===== config.mk =====
export PLATFORM = sky130hd
export DESIGN_NAME = game_flow_ctrl
export DESIGN_NICKNAME = d
export VERILOG_FILES = /design/src/rtl/game_flow_ctrl.sv
export SDC_FILE = /design/constraint.sdc
export NUM_CORES = 1
export LEC_CHECK = 0
export ABC_AREA = 1
export CORE_AREA = 2 2 61 91
export DETAILED_ROUTE_END_ITERATION = 10
export DIE_AREA = 0 0 63 93
export PLACE_DENSITY = 0.94
export RECOVER_POWER = 25
export SLEW_MARGIN = 5
export SYNTH_ARGS = -nofsm -noshare
export SYNTH_HDL_FRONTEND = slang
export SYNTH_SLANG_ARGS = --single-unit
export TNS_END_PERCENT = 5

===== constraint.sdc =====
create_clock -name CLOCK_50 -period 4.29 [get_ports CLOCK_50]
set_input_delay 0.858 -clock CLOCK_50 [delete_from_list [all_inputs] [get_ports CLOCK_50]]
set_output_delay 0.858 -clock CLOCK_50 [all_outputs]
set_load 0.005 [all_outputs]

===== src/rtl/game_flow_ctrl.sv =====
// Snake game flow controller: sequences START / PLAY / PAUSE / OVER screens,
// generates the game step enable, core hold reset, latched direction, display
// source select and the matrix frame reload request.
module game_flow_ctrl #(
  parameter int unsigned CLK_HZ     = 50_000_000,
  parameter int unsigned STEP_HZ    = 4,
  parameter int unsigned HOLD_STEPS = 8,
  parameter logic [31:0] UP_CODE    = 32'h20DF6A95,
  parameter logic [31:0] DOWN_CODE  = 32'h20DFEA15,
  parameter logic [31:0] LEFT_CODE  = 32'h20DF1AE5,
  parameter logic [31:0] RIGHT_CODE = 32'h20DF9A65,
  parameter logic [31:0] PAUSE_CODE = 32'h20DF22DD
) (
  input  logic        CLOCK_50,
  input  logic        reset,
  input  logic [31:0] ir_word,
  input  logic        ir_valid,
  input  logic        game_over,
  input  logic        frame_ack,
  output logic        game_step,
  output logic        game_rst,
  output logic [1:0]  dir,
  output logic [1:0]  screen_sel,
  output logic        paused,
  output logic        frame_req
);

  localparam int unsigned DIV = CLK_HZ / STEP_HZ;
  localparam int unsigned DW  = (DIV > 1) ? $clog2(DIV) : 1;
  localparam int unsigned HW  = (HOLD_STEPS > 0) ? $clog2(HOLD_STEPS + 1) : 1;
  localparam logic [DW-1:0] DivLast = DW'(DIV - 1);
  localparam logic [HW-1:0] HoldMax = HW'(HOLD_STEPS);

  typedef enum logic [1:0] {StStart, StPlay, StPause, StOver} state_e;

  state_e          state_q, state_d;
  logic [DW-1:0]   div_q, div_d;
  logic [HW-1:0]   hold_q, hold_d;
  logic [1:0]      dir_d;
  logic            step_d;
  logic            game_rst_d;
  logic [1:0]      screen_sel_d;
  logic            paused_d;
  logic            frame_req_d;

  logic            cmd_up, cmd_down, cmd_left, cmd_right, cmd_pause;
  logic            cmd_is_dir;
  logic [1:0]      cmd_dir;
  logic            reversal;
  logic            div_wrap;

  // Commands only exist on the ir_valid strobe; a held word never re-triggers.
  assign cmd_up     = ir_valid && (ir_word == UP_CODE);
  assign cmd_down   = ir_valid && (ir_word == DOWN_CODE);
  assign cmd_left   = ir_valid && (ir_word == LEFT_CODE);
  assign cmd_right  = ir_valid && (ir_word == RIGHT_CODE);
  assign cmd_pause  = ir_valid && (ir_word == PAUSE_CODE);
  assign cmd_is_dir = cmd_up || cmd_down || cmd_left || cmd_right;
  assign div_wrap   = (div_q == DivLast);

  // Map a direction command onto the 2-bit direction encoding.
  always_comb begin
    cmd_dir = 2'b00;
    if (cmd_down) begin
      cmd_dir = 2'b01;
    end else if (cmd_left) begin
      cmd_dir = 2'b10;
    end else if (cmd_right) begin
      cmd_dir = 2'b11;
    end
  end

  // Same axis, opposite sense: UP<->DOWN or LEFT<->RIGHT.
  assign reversal = (cmd_dir[1] == dir[1]) && (cmd_dir[0] != dir[0]);

  // Next-state, divider, hold counter and direction update.
  always_comb begin
    state_d = state_q;
    div_d   = div_q;
    hold_d  = hold_q;
    dir_d   = dir;
    step_d  = 1'b0;
    unique case (state_q)
      StStart: begin
        if (cmd_down) begin
          state_d = StPlay;
          div_d   = '0;
          dir_d   = 2'b11;
        end
      end
      StPlay: begin
        // game_over wins over any command seen in the same cycle.
        if (game_over) begin
          state_d = StOver;
          div_d   = '0;
          hold_d  = '0;
        end else begin
          div_d  = div_wrap ? '0 : div_q + 1'b1;
          step_d = div_wrap;
          if (cmd_pause) begin
            state_d = StPause;
          end else if (cmd_is_dir && !reversal) begin
            dir_d = cmd_dir;
          end
        end
      end
      StPause: begin
        // Divider is frozen here so play resumes mid-period.
        if (game_over) begin
          state_d = StOver;
          div_d   = '0;
          hold_d  = '0;
        end else if (cmd_pause) begin
          state_d = StPlay;
        end
      end
      StOver: begin
        // Divider free-runs to time the hold period in whole step periods.
        div_d = div_wrap ? '0 : div_q + 1'b1;
        if (div_wrap && (hold_q != HoldMax)) begin
          hold_d = hold_q + 1'b1;
        end
        if (cmd_up && (hold_q == HoldMax)) begin
          state_d = StStart;
        end
      end
      default: begin
        state_d = StStart;
      end
    endcase
  end

  // Output decode from the next state so every output is a flop.
  always_comb begin
    game_rst_d   = 1'b1;
    screen_sel_d = 2'b00;
    paused_d     = 1'b0;
    unique case (state_d)
      StStart: begin
        game_rst_d   = 1'b1;
        screen_sel_d = 2'b00;
      end
      StPlay: begin
        game_rst_d   = 1'b0;
        screen_sel_d = 2'b01;
      end
      StPause: begin
        game_rst_d   = 1'b0;
        screen_sel_d = 2'b01;
        paused_d     = 1'b1;
      end
      StOver: begin
        game_rst_d   = 1'b1;
        screen_sel_d = 2'b10;
      end
      default: begin
        game_rst_d   = 1'b1;
        screen_sel_d = 2'b00;
      end
    endcase
    // Events coalesce; an event coincident with frame_ack keeps the request up.
    frame_req_d = (state_d != state_q) || step_d || (frame_req && !frame_ack);
  end

  // State and registered outputs with synchronous reset.
  always_ff @(posedge CLOCK_50) begin
    if (reset) begin
      state_q    <= StStart;
      div_q      <= '0;
      hold_q     <= '0;
      dir        <= 2'b11;
      game_step  <= 1'b0;
      game_rst   <= 1'b1;
      screen_sel <= 2'b00;
      paused     <= 1'b0;
      frame_req  <= 1'b1;
    end else begin
      state_q    <= state_d;
      div_q      <= div_d;
      hold_q     <= hold_d;
      dir        <= dir_d;
      game_step  <= step_d;
      game_rst   <= game_rst_d;
      screen_sel <= screen_sel_d;
      paused     <= paused_d;
      frame_req  <= frame_req_d;
    end
  end

endmodule


### Word-level counts from Yosys, hierarchy flattened

Index checks and enable logic that the tools add are counted.

| word-level totals | value |
|---|---|
| register bits | 38 |
| input port bits | 37 |
| output and inout bits | 8 |
| logic and storage cells | 90 |

| cells by class | value |
|---|---|
| add/subtract/negate cells | 2 |
| eq/ne operators | 24 |
| multiplexer cells | 28 |
| reductions and logical operators | 27 |

Operators by type and width:

| kind | number |
|---|---|
| 32-bit by 30-bit == test with 1-bit output (second input constant) | 5 |
| 24-bit two-way mux | 4 |
| 24-bit case mux with 4 select lines | 1 |
| 2-bit two-way mux | 13 |
| 24-bit by 1-bit adder with 24-bit output (second input constant) | 1 |
| 24-bit == test (second input constant) | 1 |
| 2-bit inequality test (second input constant) | 6 |
| 1-bit logical AND | 10 |
| 2-bit == test (second input constant) | 4 |
| 4-bit two-way mux | 2 |
| 2-bit case mux with 4 select lines | 1 |
| 4-bit case mux with 2 select lines | 1 |
| 2-bit case mux with 3 select lines | 1 |
| 2-bit OR reduction | 3 |
| 1-bit logical OR | 5 |
| 5-bit AND reduction | 1 |
| 4-bit by 1-bit adder with 4-bit output (second input constant) | 1 |
| 2-bit by 1-bit == test with 1-bit output (second input constant) | 2 |
| 4-bit == test (second input constant) | 1 |
| 2-bit zero test | 2 |
| 4-bit inequality test (second input constant) | 1 |
| 2-bit case mux with 2 select lines | 1 |
| 2-bit nonzero test | 2 |
| 1-bit two-way mux | 3 |
| other kinds (8) | 9 |

### Longest topological paths before layout

Gate-level depths: netlist of run 1.

| depth | value |
|---|---|
| depth after elaboration | 13 |
| mapped depth | 15 |
| mapped depth without buffers | 15 |

### Least setup slack after synthesis of run 1

Ideal clock, no wire load.

| timing | value |
|---|---|
| path kind | in2reg |
| start | input port ir_word[10] |
| end | register screen_sel[0] |
| arrival time | 2.242 ns |
| required time | 4.179 ns |
| slack | 1.937 ns |
| stages | 13 |
| cell sequence | inv_1 nand3_1 nor2_1 nand2_1 nor2_1 nand3_1 a21oi_1 nand2_1 o21ai_0 inv_1 ha_1 nand2_1 inv_1 |

| on the way | value |
|---|---|
| cells in the longest elaborated chain, start to end | 8 |

Ends and longest elaborated chain:

| element | line | source |
|---|---|---|
| from (decl) | 16 | `input logic [31:0] ir_word,` |
| 32-bit by 30-bit == test with 1-bit output (on tied branches) | 57, 53 |  |
| 1-bit logical AND (on tied branches) | 57, 53 |  |
| 2-bit two-way mux, or another cell as far along | 113 | `end else if (cmd_pause) begin` |
| 2-bit two-way mux (on tied branches) | 109, 123, 93 |  |
| 2-bit case mux with 4 select lines (*) | 83 | `unique case (state_q)` |
| net state_d[0] | 36 | `state_e state_q, state_d;` |
| 2-bit == test / 2-bit by 1-bit == test with 1-bit output (equally long branches) | 138 | `unique case (state_d)` |
| 2-bit OR reduction (no source line) | -- |  |
| 2-bit case mux with 3 select lines (*) | 138 |  |
| net screen_sel_d[0] | 42 | `logic [1:0] screen_sel_d;` |
| to (signal assigned) | 184 | `screen_sel <= screen_sel_d;` |
| to (decl) | 23 | `output logic [1:0] screen_sel,` |

The timed path passes the listed nets; every way through them passes the cells marked *.
A chain may end at the register's enable or synchronous reset.

### Worst setup path in the final report of run 1

| timing | value |
|---|---|
| start | input port ir_word[14] |
| end | register screen_sel[0] |

Same word-level chain as after synthesis.

==> results.ini, run 1 <==
[cts]
cts_buffer_depth = 2
clk_pin_slew_ns = 0.07
cts_hold_buf = 0
cts_buffers = 5
post-cts-setup-buffers = 0
insertion_delay_ns = 0.30
numClockSinks = 38
cts_resized = 0
cts_tree = yes
ctsHtreeMaxLevel = 2
cts-root-buf = clkbuf_8

[global_route]
grt_antenna_before_repair = 0
grt_usage = 0.273
grt_pass1_wl_um = 13000
overflow = 0
grt_pass1_vias = 3290
grt_start_max_net_pins = 23

[synthesis]
syn-instance-count = 489
synth_nets = 535
synth_edf_count = 0
synthTopCellsByArea = dfxtp_1 26%, nand2_1 17%, nor2_1 11%
syn_area_sq_um = 2900
synth_top_area_cell = dfxtp_1
synth_top_area_frac = 0.263
syn_avg_cell_area_sq_um = 5.92
ys_types = 37
synth-seq-area-share = 0.263
yosys_warnings = 0
synthFlopType = dfxtp_1
ys_ff_latch = 38
synth-async-reset-ratio = 0

[die]
die-height_um = 93
dieArea_sq_um = 5860
core_sq_um = 5080
initial_core_util = 0.570
io_pins = 45
rows = 32
die_w_um = 63

[power_and_ir_drop]
power_per_cell_area_nw_per_um2 = 422
leakagePower_uw = 0.00144
power_uw = 1480
ir_worst_vdd_mv = 0.251

[min_path]
min_to = div_q[6]$_SDFFE_PP0P_
holdPathStages = 1
min_from = div_q[6]$_SDFFE_PP0P_
hp-class = reg -> reg

[detailed_routing]
drtIter0Drc = 255
firstDrtPassIters = 5
ant_nets = 0
via_count = 3345
drcViolationCount = 0
routed_via_density = 5.55
post_drt_wl_per_cell_um = 12.6
wirelength_um = 7580

[timing]
drv_slew = 0
tightest_slew_ns = 0.647
slew_headroom = 0.567
fin_worst_skew_ns = 0.00385
rsz0062_at_grt = no
fmax_mhz = 336
timing.final.ws_setup_ns = 1.31
fin_crit_ns = 2.98
setup_viol = 0
period_share = 0.695
hold_ws_ns = 0.496
hold_viol_final = 0
fin_tns_setup_ns = 0

[status]
status = complete, no violations

[setup_path]
r2r_start = div_q[0]$_SDFFE_PP0P_
cp_max_fo = 5
criticalPathCategory = in -> reg
endpoint_kind = register
reg2reg_depth = 9
start_kind = primary input
worst_r2r_endpoint = div_q[8]$_SDFFE_PP0P_
reg2reg_slack_ns = 1.97
worstPathRequired_ns = 4.49
crit_arrival_ns = 3.18

[place]
hpwl_um = 5990
placed_cell_area_sq_um = 3390
port_buffers = 44
place.gp.congestion = 0.928
place_ws_ns = 1.02

[layout]
fillers = 440
finalInstanceArea_sq_um = 3500
diodes = 0
final_common_cell = nand2_1
drive_gt1_frac = 0.0449
nets = 580
area_growth_pct = 20.7
mostFrequentLayoutCells = 128 x nand2_1, 83 x nor2_1, 71 x inv_1

[flow_run]
drv_cap = 0

worst max path at each step:
stage | from | to | cells past startpoint
2_1_floorplan | ir_word[10] | screen_sel[0]$_SDFF_PP0_ | 13
3_3_place_gp | ir_word[4] | screen_sel[0]$_SDFF_PP0_ | 13
3_5_place_dp | ir_word[14] | screen_sel[0]$_SDFF_PP0_ | 13
4_1_cts | ir_word[14] | screen_sel[0]$_SDFF_PP0_ | 13
5_1_grt | ir_word[14] | screen_sel[0]$_SDFF_PP0_ | 13
6_report | ir_word[14] | screen_sel[0]$_SDFF_PP0_ | 13
power breakdown:
group | switching, uW | total [uW] | internal, uW | leakage [uW]
clock | 131 | 302 | 171 | 0.0000579
sequential | 52.0 | 462 | 410 | 0.000308
combinational | 462 | 713 | 251 | 0.00107
total | 645 | 1480 | 832 | 0.00144
per-layer routing:
layer,track usage,part of all wire,up-vias
li1,-,-,1656
met5,0,0,-
met1,0.251,0.35,1453
met3,0.0433,0.066,48
met4,0.202,0.058,0
met2,0.526,0.53,188
stage by stage:
stage,util,instances
floorplan,-,489
global placement,0.666,595
detailed placement,0.666,595
CTS,0.688,603
global route,0.688,603
finish,0.688,603
worst max-delay path, stage by stage:
cell             delay [ns]
clkdlybuf4s50_1        0.48
inv_1                  0.09
nor2_1                 0.11
nand3_1                0.12
nor3_1                 0.30
nand3_1                0.18
a21oi_1                0.20
nand2_1                0.09
o21ai_0                0.18
inv_1                  0.09
ha_1                   0.32
nand2_1                0.10
inv_1                  0.05
cell usage after synthesis (2+ instances only):
library cell    n
a211oi_1        2
a21oi_1        19
clkbuf_1        3
dfxtp_1        38
ha_1            9
inv_1          70
inv_2           3
nand2_1       128
nand3_1        48
nand3b_1        2
nand4_1        13
nor2_1         83
nor2_2          5
nor3_1         15
nor3_2          3
nor4_1          2
o21ai_0        11
o21ai_1         5
o21bai_1        2
xnor2_1         3
xor2_1          9
state kept, by name, indices dropped and copies added (netlist names):
| signal | cells |
|---|---|
| hold_q | 4 |
| screen_sel | 2 |
| game_rst | 1 |
| paused | 1 |
| game_step | 1 |
| div_q | 24 |
| dir | 2 |
| frame_req | 1 |
| state_q | 2 |
cells by family after synthesis:
group | after synthesis | synth area share
adder cells (fa/ha/maj) | 9 | 0.0389
flip-flops | 38 | 0.263
AO/OA/AOI/OAI | 44 | 0.0907
buffers and inverters | 80 | 0.108
AND/OR/NAND/NOR | 306 | 0.463
XOR/XNOR | 12 | 0.0363
area by class of cell:
type	count	area [sq um]	share of cell area
flip-flops and latches	38	761	0.218
well taps	68	85.1	0.0243
inverters	74	278	0.0795
repair buffers	44	440	0.126
multi-input cells	371	1820	0.521
clock buffers	5	68.8	0.0197
clock inverters	3	40.0	0.0115
(Power assumes the default switching activity.)
==> inputs of run 2 (changes only) <==
--- a/config.mk
+++ b/config.mk
@@ -6,10 +6,10 @@
 export NUM_CORES = 1
 export LEC_CHECK = 0
 export ABC_AREA = 1
-export CORE_AREA = 2 2 61 91
+export CORE_AREA = 2 2 66 100
 export DETAILED_ROUTE_END_ITERATION = 10
-export DIE_AREA = 0 0 63 93
-export PLACE_DENSITY = 0.94
+export DIE_AREA = 0 0 68 102
+export PLACE_DENSITY = 0.85
 export RECOVER_POWER = 25
 export SLEW_MARGIN = 5
 export SYNTH_ARGS = -nofsm -noshare
==> constraint.sdc (replaced) <==
create_clock -name CLOCK_50 -period 2.7 [get_ports CLOCK_50]
set_input_delay 0.54 -clock CLOCK_50 [delete_from_list [all_inputs] [get_ports CLOCK_50]]
set_output_delay 0.54 -clock CLOCK_50 [all_outputs]
set_load 0.005 [all_outputs]
==> results.ini, run 2 (synthesized netlist as in run 1, its figures left out) <==
[cts]
clk_pin_slew_ns = 0.08
cts_buffers = 5
post-cts-setup-buffers = 0
cts-root-buf = clkbuf_8
cts_buffer_depth = 2
cts_hold_buf = 0
ctsHtreeMaxLevel = 2
insertion_delay_ns = 0.30
numClockSinks = 38
cts_tree = yes
cts_resized = 0

[status]
status = complete, no violations

[die]
core_sq_um = 6040
initial_core_util = 0.479
rows = 35
die_w_um = 68
io_pins = 45
dieArea_sq_um = 6940
die-height_um = 102

[place]
place.gp.congestion = 0.898
port_buffers = 44
placed_cell_area_sq_um = 3500
hpwl_um = 6060

[layout]
drive_gt1_frac = 0.0658
final_common_cell = nand2_1
area_growth_pct = 24.5
nets = 592
top_regs = div_q x24, hold_q x4
seqCellArea_sq_um = 761
top_register = div_q
largest_register_ffs = 24
mostFrequentLayoutCells = 128 x nand2_1, 83 x nor2_1, 70 x inv_1
fillers = 581
finalInstanceArea_sq_um = 3610
fin_util = 0.597
diodes = 0
multi_input_area_sq_um = 1820

[flow_run]
drv_cap = 0

[global_route]
grt_usage = 0.235
top_usage_layer = met2
grt_antenna_before_repair = 0
use_met3 = 0.0485
overflow = 0
grt_pass1_vias = 3262
use_met2 = 0.454
grt_pass1_wl_um = 12800
grt_start_max_net_pins = 13
grt_util_met1 = 0.206

[setup_path]
start_kind = primary input
crit_arrival_ns = 2.55
endpoint_kind = register
reg2reg_depth = 9
startpoint = ir_word[13]
worstPathRequired_ns = 2.90
r2r_start = div_q[0]$_SDFFE_PP0P_
cp_max_fo = 3
criticalPathCategory = in -> reg

[timing]
drv_slew = 0
period_share = 0.869
fin_worst_skew_ns = 0.00388
fin_tns_setup_ns = 0
tightest_slew_ns = 0.474
hold_ws_ns = 0.488
fin_crit_ns = 2.35
setup_viol = 0
rsz0062_at_grt = no
slew_headroom = 0.681
fmax_mhz = 426
hold_viol_final = 0

[power_and_ir_drop]
power_per_cell_area_nw_per_um2 = 685
ir_worst_vdd_mv = 0.317
leakagePower_uw = 0.00149

[detailed_routing]
wirelength_um = 7390
drcViolationCount = 0
via_count = 3271
routed_via_density = 5.27
ant_nets = 0
firstDrtPassIters = 4
drtIter0Drc = 160
post_drt_wl_per_cell_um = 11.9

[min_path]
holdPathStages = 1
min_from = div_q[18]$_SDFFE_PP0P_
hp-class = reg -> reg

-- run 2: cell types whose count changed in the layout (fill, tap and decap cells not counted), sizes merged --
| cell | before | now |
|---|---|---|
| clkdlybuf4s50 | 35 | 36 |
| clkbuf | 5 | 6 |
| buf | 0 | 12 |
| clkinv | 3 | 1 |
| clkinvlp | 0 | 1 |
| dlygate4sd3 | 9 | 8 |
-- run 2: final cells by class --
type,instances,area share
multi-input cells,371,0.505
flip-flops and latches,38,0.211
repair buffers,56,0.151
inverters,74,0.0770
well taps,74,0.0257
clock buffers,6,0.0201
clock inverters,2,0.0104
-- run 2: where the power goes --
group          switching (uW)  internal, uW  total (uW)
combinational             740           512        1250
sequential               83.2           652         735
clock                     207           276         482
total                    1030          1440        2470
-- run 2: path summary, 6_finish.rpt --
| check | end | slack (ns) |
|---|---|---|
| worst max-delay path | screen_sel[0]$_SDFF_PP0_ | 0.35 |
| worst min register to register | div_q[18]$_SDFFE_PP0P_ | 0.49 |
| worst max register to register | hold_q[3]$_SDFFE_PP0P_ | 0.46 |
| worst min-delay path | div_q[18]$_SDFFE_PP0P_ | 0.49 |
-- run 2: critical path, stage by stage --
cell,delay (ns)
clkdlybuf4s50_1,0.49
nand2_1,0.11
inv_1,0.09
nand3_1,0.10
nor3_1,0.21
nand3_1,0.13
a21oi_1,0.19
nand2_1,0.10
o21ai_0,0.11
inv_1,0.07
ha_1,0.28
nand2_1,0.08
inv_1,0.04
-- run 2: per-stage QoR --
stage | setup WS (ns) | cells | power (uW)
final | 0.354 | 621 | 2470
after global routing | 0.116 | 621 | 2670
after floorplan | 0.665 | 489 | 1550
after global placement | 0.0848 | 613 | 1980
after detailed placement | 0.0514 | 613 | 2010
after CTS | 0.367 | 621 | 2500
-- run 2: layer usage --
metal	up-vias	wire, um
met2	103	4030
met1	1461	2680
met4	0	352
met3	29	321
li1	1678	-
met5	-	0
==> inputs of run 3 (changes only) <==
--- a/config.mk
+++ b/config.mk
@@ -6,13 +6,14 @@
 export NUM_CORES = 1
 export LEC_CHECK = 0
 export ABC_AREA = 1
-export CORE_AREA = 2 2 66 100
+export CORE_AREA = 2 2 63 94
 export DETAILED_ROUTE_END_ITERATION = 10
-export DIE_AREA = 0 0 68 102
-export PLACE_DENSITY = 0.85
+export DIE_AREA = 0 0 65 96
+export PLACE_DENSITY = 0.89
 export RECOVER_POWER = 25
+export REMOVE_ABC_BUFFERS = 1
 export SLEW_MARGIN = 5
 export SYNTH_ARGS = -nofsm -noshare
 export SYNTH_HDL_FRONTEND = slang
 export SYNTH_SLANG_ARGS = --single-unit
-export TNS_END_PERCENT = 5
+export TNS_END_PERCENT = 10
==> constraint.sdc (replaced) <==
create_clock -name CLOCK_50 -period 2.36 [get_ports CLOCK_50]
set_input_delay 0.472 -clock CLOCK_50 [delete_from_list [all_inputs] [get_ports CLOCK_50]]
set_output_delay 0.472 -clock CLOCK_50 [all_outputs]
set_load 0.005 [all_outputs]
==> results.ini, run 3 (synthesized netlist as in run 1, its figures left out) <==
[status]
status = complete, no violations

[die]
io_pins = 45
die_w_um = 65
die-height_um = 96
initial_core_util = 0.536
rows = 33
dieArea_sq_um = 6240
core_sq_um = 5410

[global_route]
grt_usage = 0.270
grt_pass1_vias = 3368
grt_start_max_net_pins = 13
grt_antenna_before_repair = 0
overflow = 0
grt_pass1_wl_um = 13400

[layout]
nets = 620
multi_input_area_sq_um = 1870
diodes = 0
top_register = div_q
mostFrequentLayoutCells = 127 x nand2_1, 77 x nor2_1, 70 x inv_1
fin_util = 0.714
final_common_cell = nand2_1
seqCellArea_sq_um = 761
finalNonFillerCells = 645
finalInstanceArea_sq_um = 3860
top_regs = div_q x24, hold_q x4
fillers = 465
drive_gt1_frac = 0.136
largest_register_ffs = 24
area_growth_pct = 33.4

[cts]
cts_hold_buf = 0
cts_buffer_depth = 2
insertion_delay_ns = 0.30
ctsHtreeMaxLevel = 2
cts-root-buf = clkbuf_8
clk_pin_slew_ns = 0.08
numClockSinks = 38
cts_tree = yes
cts_buffers = 5

[timing]
fin_worst_skew_ns = 0.00694
rsz0062_at_grt = yes
setup_viol = 0
tightest_slew_ns = 0.422
hold_viol_final = 0
period_share = 0.937
fin_crit_ns = 2.21
slew_headroom = 0.716
drv_slew = 0
fmax_mhz = 452

[setup_path]
worstPathRequired_ns = 2.60
cp_max_fo = 6
start_kind = primary input
cp_slowest_cell = clkdlybuf4s50_1
startpoint = ir_word[4]
crit_chain = clkdlybuf4s50_1, inv_1, nor2_2, nand3_1, buf_4, nor2_2, nand3_2, nand2_4, o21ai_4, inv_2, nand2_1, o21ai_1, nand2_1, nor2_1
endpoint_kind = register
r2r_start = div_q[0]$_SDFFE_PP0P_
crit_arrival_ns = 2.45
cp_slowest_stage_delay_ns = 0.47
criticalPathCategory = in -> reg

[place]
place.gp.congestion = 0.933
placed_cell_area_sq_um = 3700
port_buffers = 44
hpwl_um = 6540
place_inst = 637

[power_and_ir_drop]
power_per_cell_area_nw_per_um2 = 787
ir_worst_vdd_mv = 0.421
leakagePower_uw = 0.00165

[min_path]
hp-class = reg -> reg
min_from = div_q[18]$_SDFFE_PP0P_

[detailed_routing]
firstDrtPassIters = 5
ant_nets = 0
wirelength_um = 8110
routed_via_density = 5.41
drcViolationCount = 0
via_count = 3487
post_drt_wl_per_cell_um = 12.6
drtIter0Drc = 200

[flow_run]
drv_cap = 0

-- run 3: cell count changes in the layout (fill, tap and decap cells not counted), moves of 3 or more --
cell and change:
nor2_2 +5, o21ai_0 -4, o21ai_1 +3, nor2_1 -6, buf_4 +28
-- run 3: worst max-delay path, delay by kind of cell --
kind            cells  cell delay (ns)
compound gates      2             0.27
simple gates        8             0.88
buf+inv             4             0.83
-- run 3: area by class of cell --
type,count,share of cell area
multi-input combinational,371,0.485
inverter,74,0.0719
sequential,38,0.197
clock buffer,5,0.0178
tap,70,0.0227
clock inverter,3,0.0104
timing repair buffer,84,0.196
-- run 3: metrics by stage --
stage	worst slack [ns]	TNS (ns)	hold WS [ns]	power (uW)
floorplan	0.393	0	0.446	1710
global placement	-0.218	-1.22	0.460	2390
detailed placement	-0.286	-2.52	0.500	2450
CTS	0.0226	0	0.512	3010
global route	-0.0193	-0.0270	0.530	3270
finish	0.150	0	0.509	3040
-- run 3: path summary, 6_finish.rpt --
path                                 end  slack (ns)  depth (start not counted)
setup reg to reg  hold_q[3]$_SDFFE_PP0P_        0.19                          9
setup / recovery   div_q[5]$_SDFFE_PP0P_        0.15                         14
hold reg to reg   div_q[18]$_SDFFE_PP0P_        0.51                          1
hold / removal    div_q[18]$_SDFFE_PP0P_        0.51                          1
-- run 3: repair_timing --
item / CTS / global route
setup endpoints to repair: 0 / 6
setup buffers: 0 / 0
resized for setup: 0 / 18
-- run 3: power by group --
group | leakage (uW) | switching, uW | internal (uW)
Sequential | 0.000308 | 95.3 | 746
Combinational | 0.00128 | 926 | 707
Clock | 0.0000579 | 254 | 311
Total | 0.00165 | 1270 | 1760
-- run 3: routing by layer --
| metal | track usage | vias up | routed length [um] |
|---|---|---|---|
| met4 | 0.170 | 0 | 423 |
| met2 | 0.553 | 119 | 4390 |
| met5 | 0 | - | 0 |
| met3 | 0.0351 | 46 | 345 |
| met1 | 0.240 | 1590 | 2950 |
| li1 | - | 1732 | - |
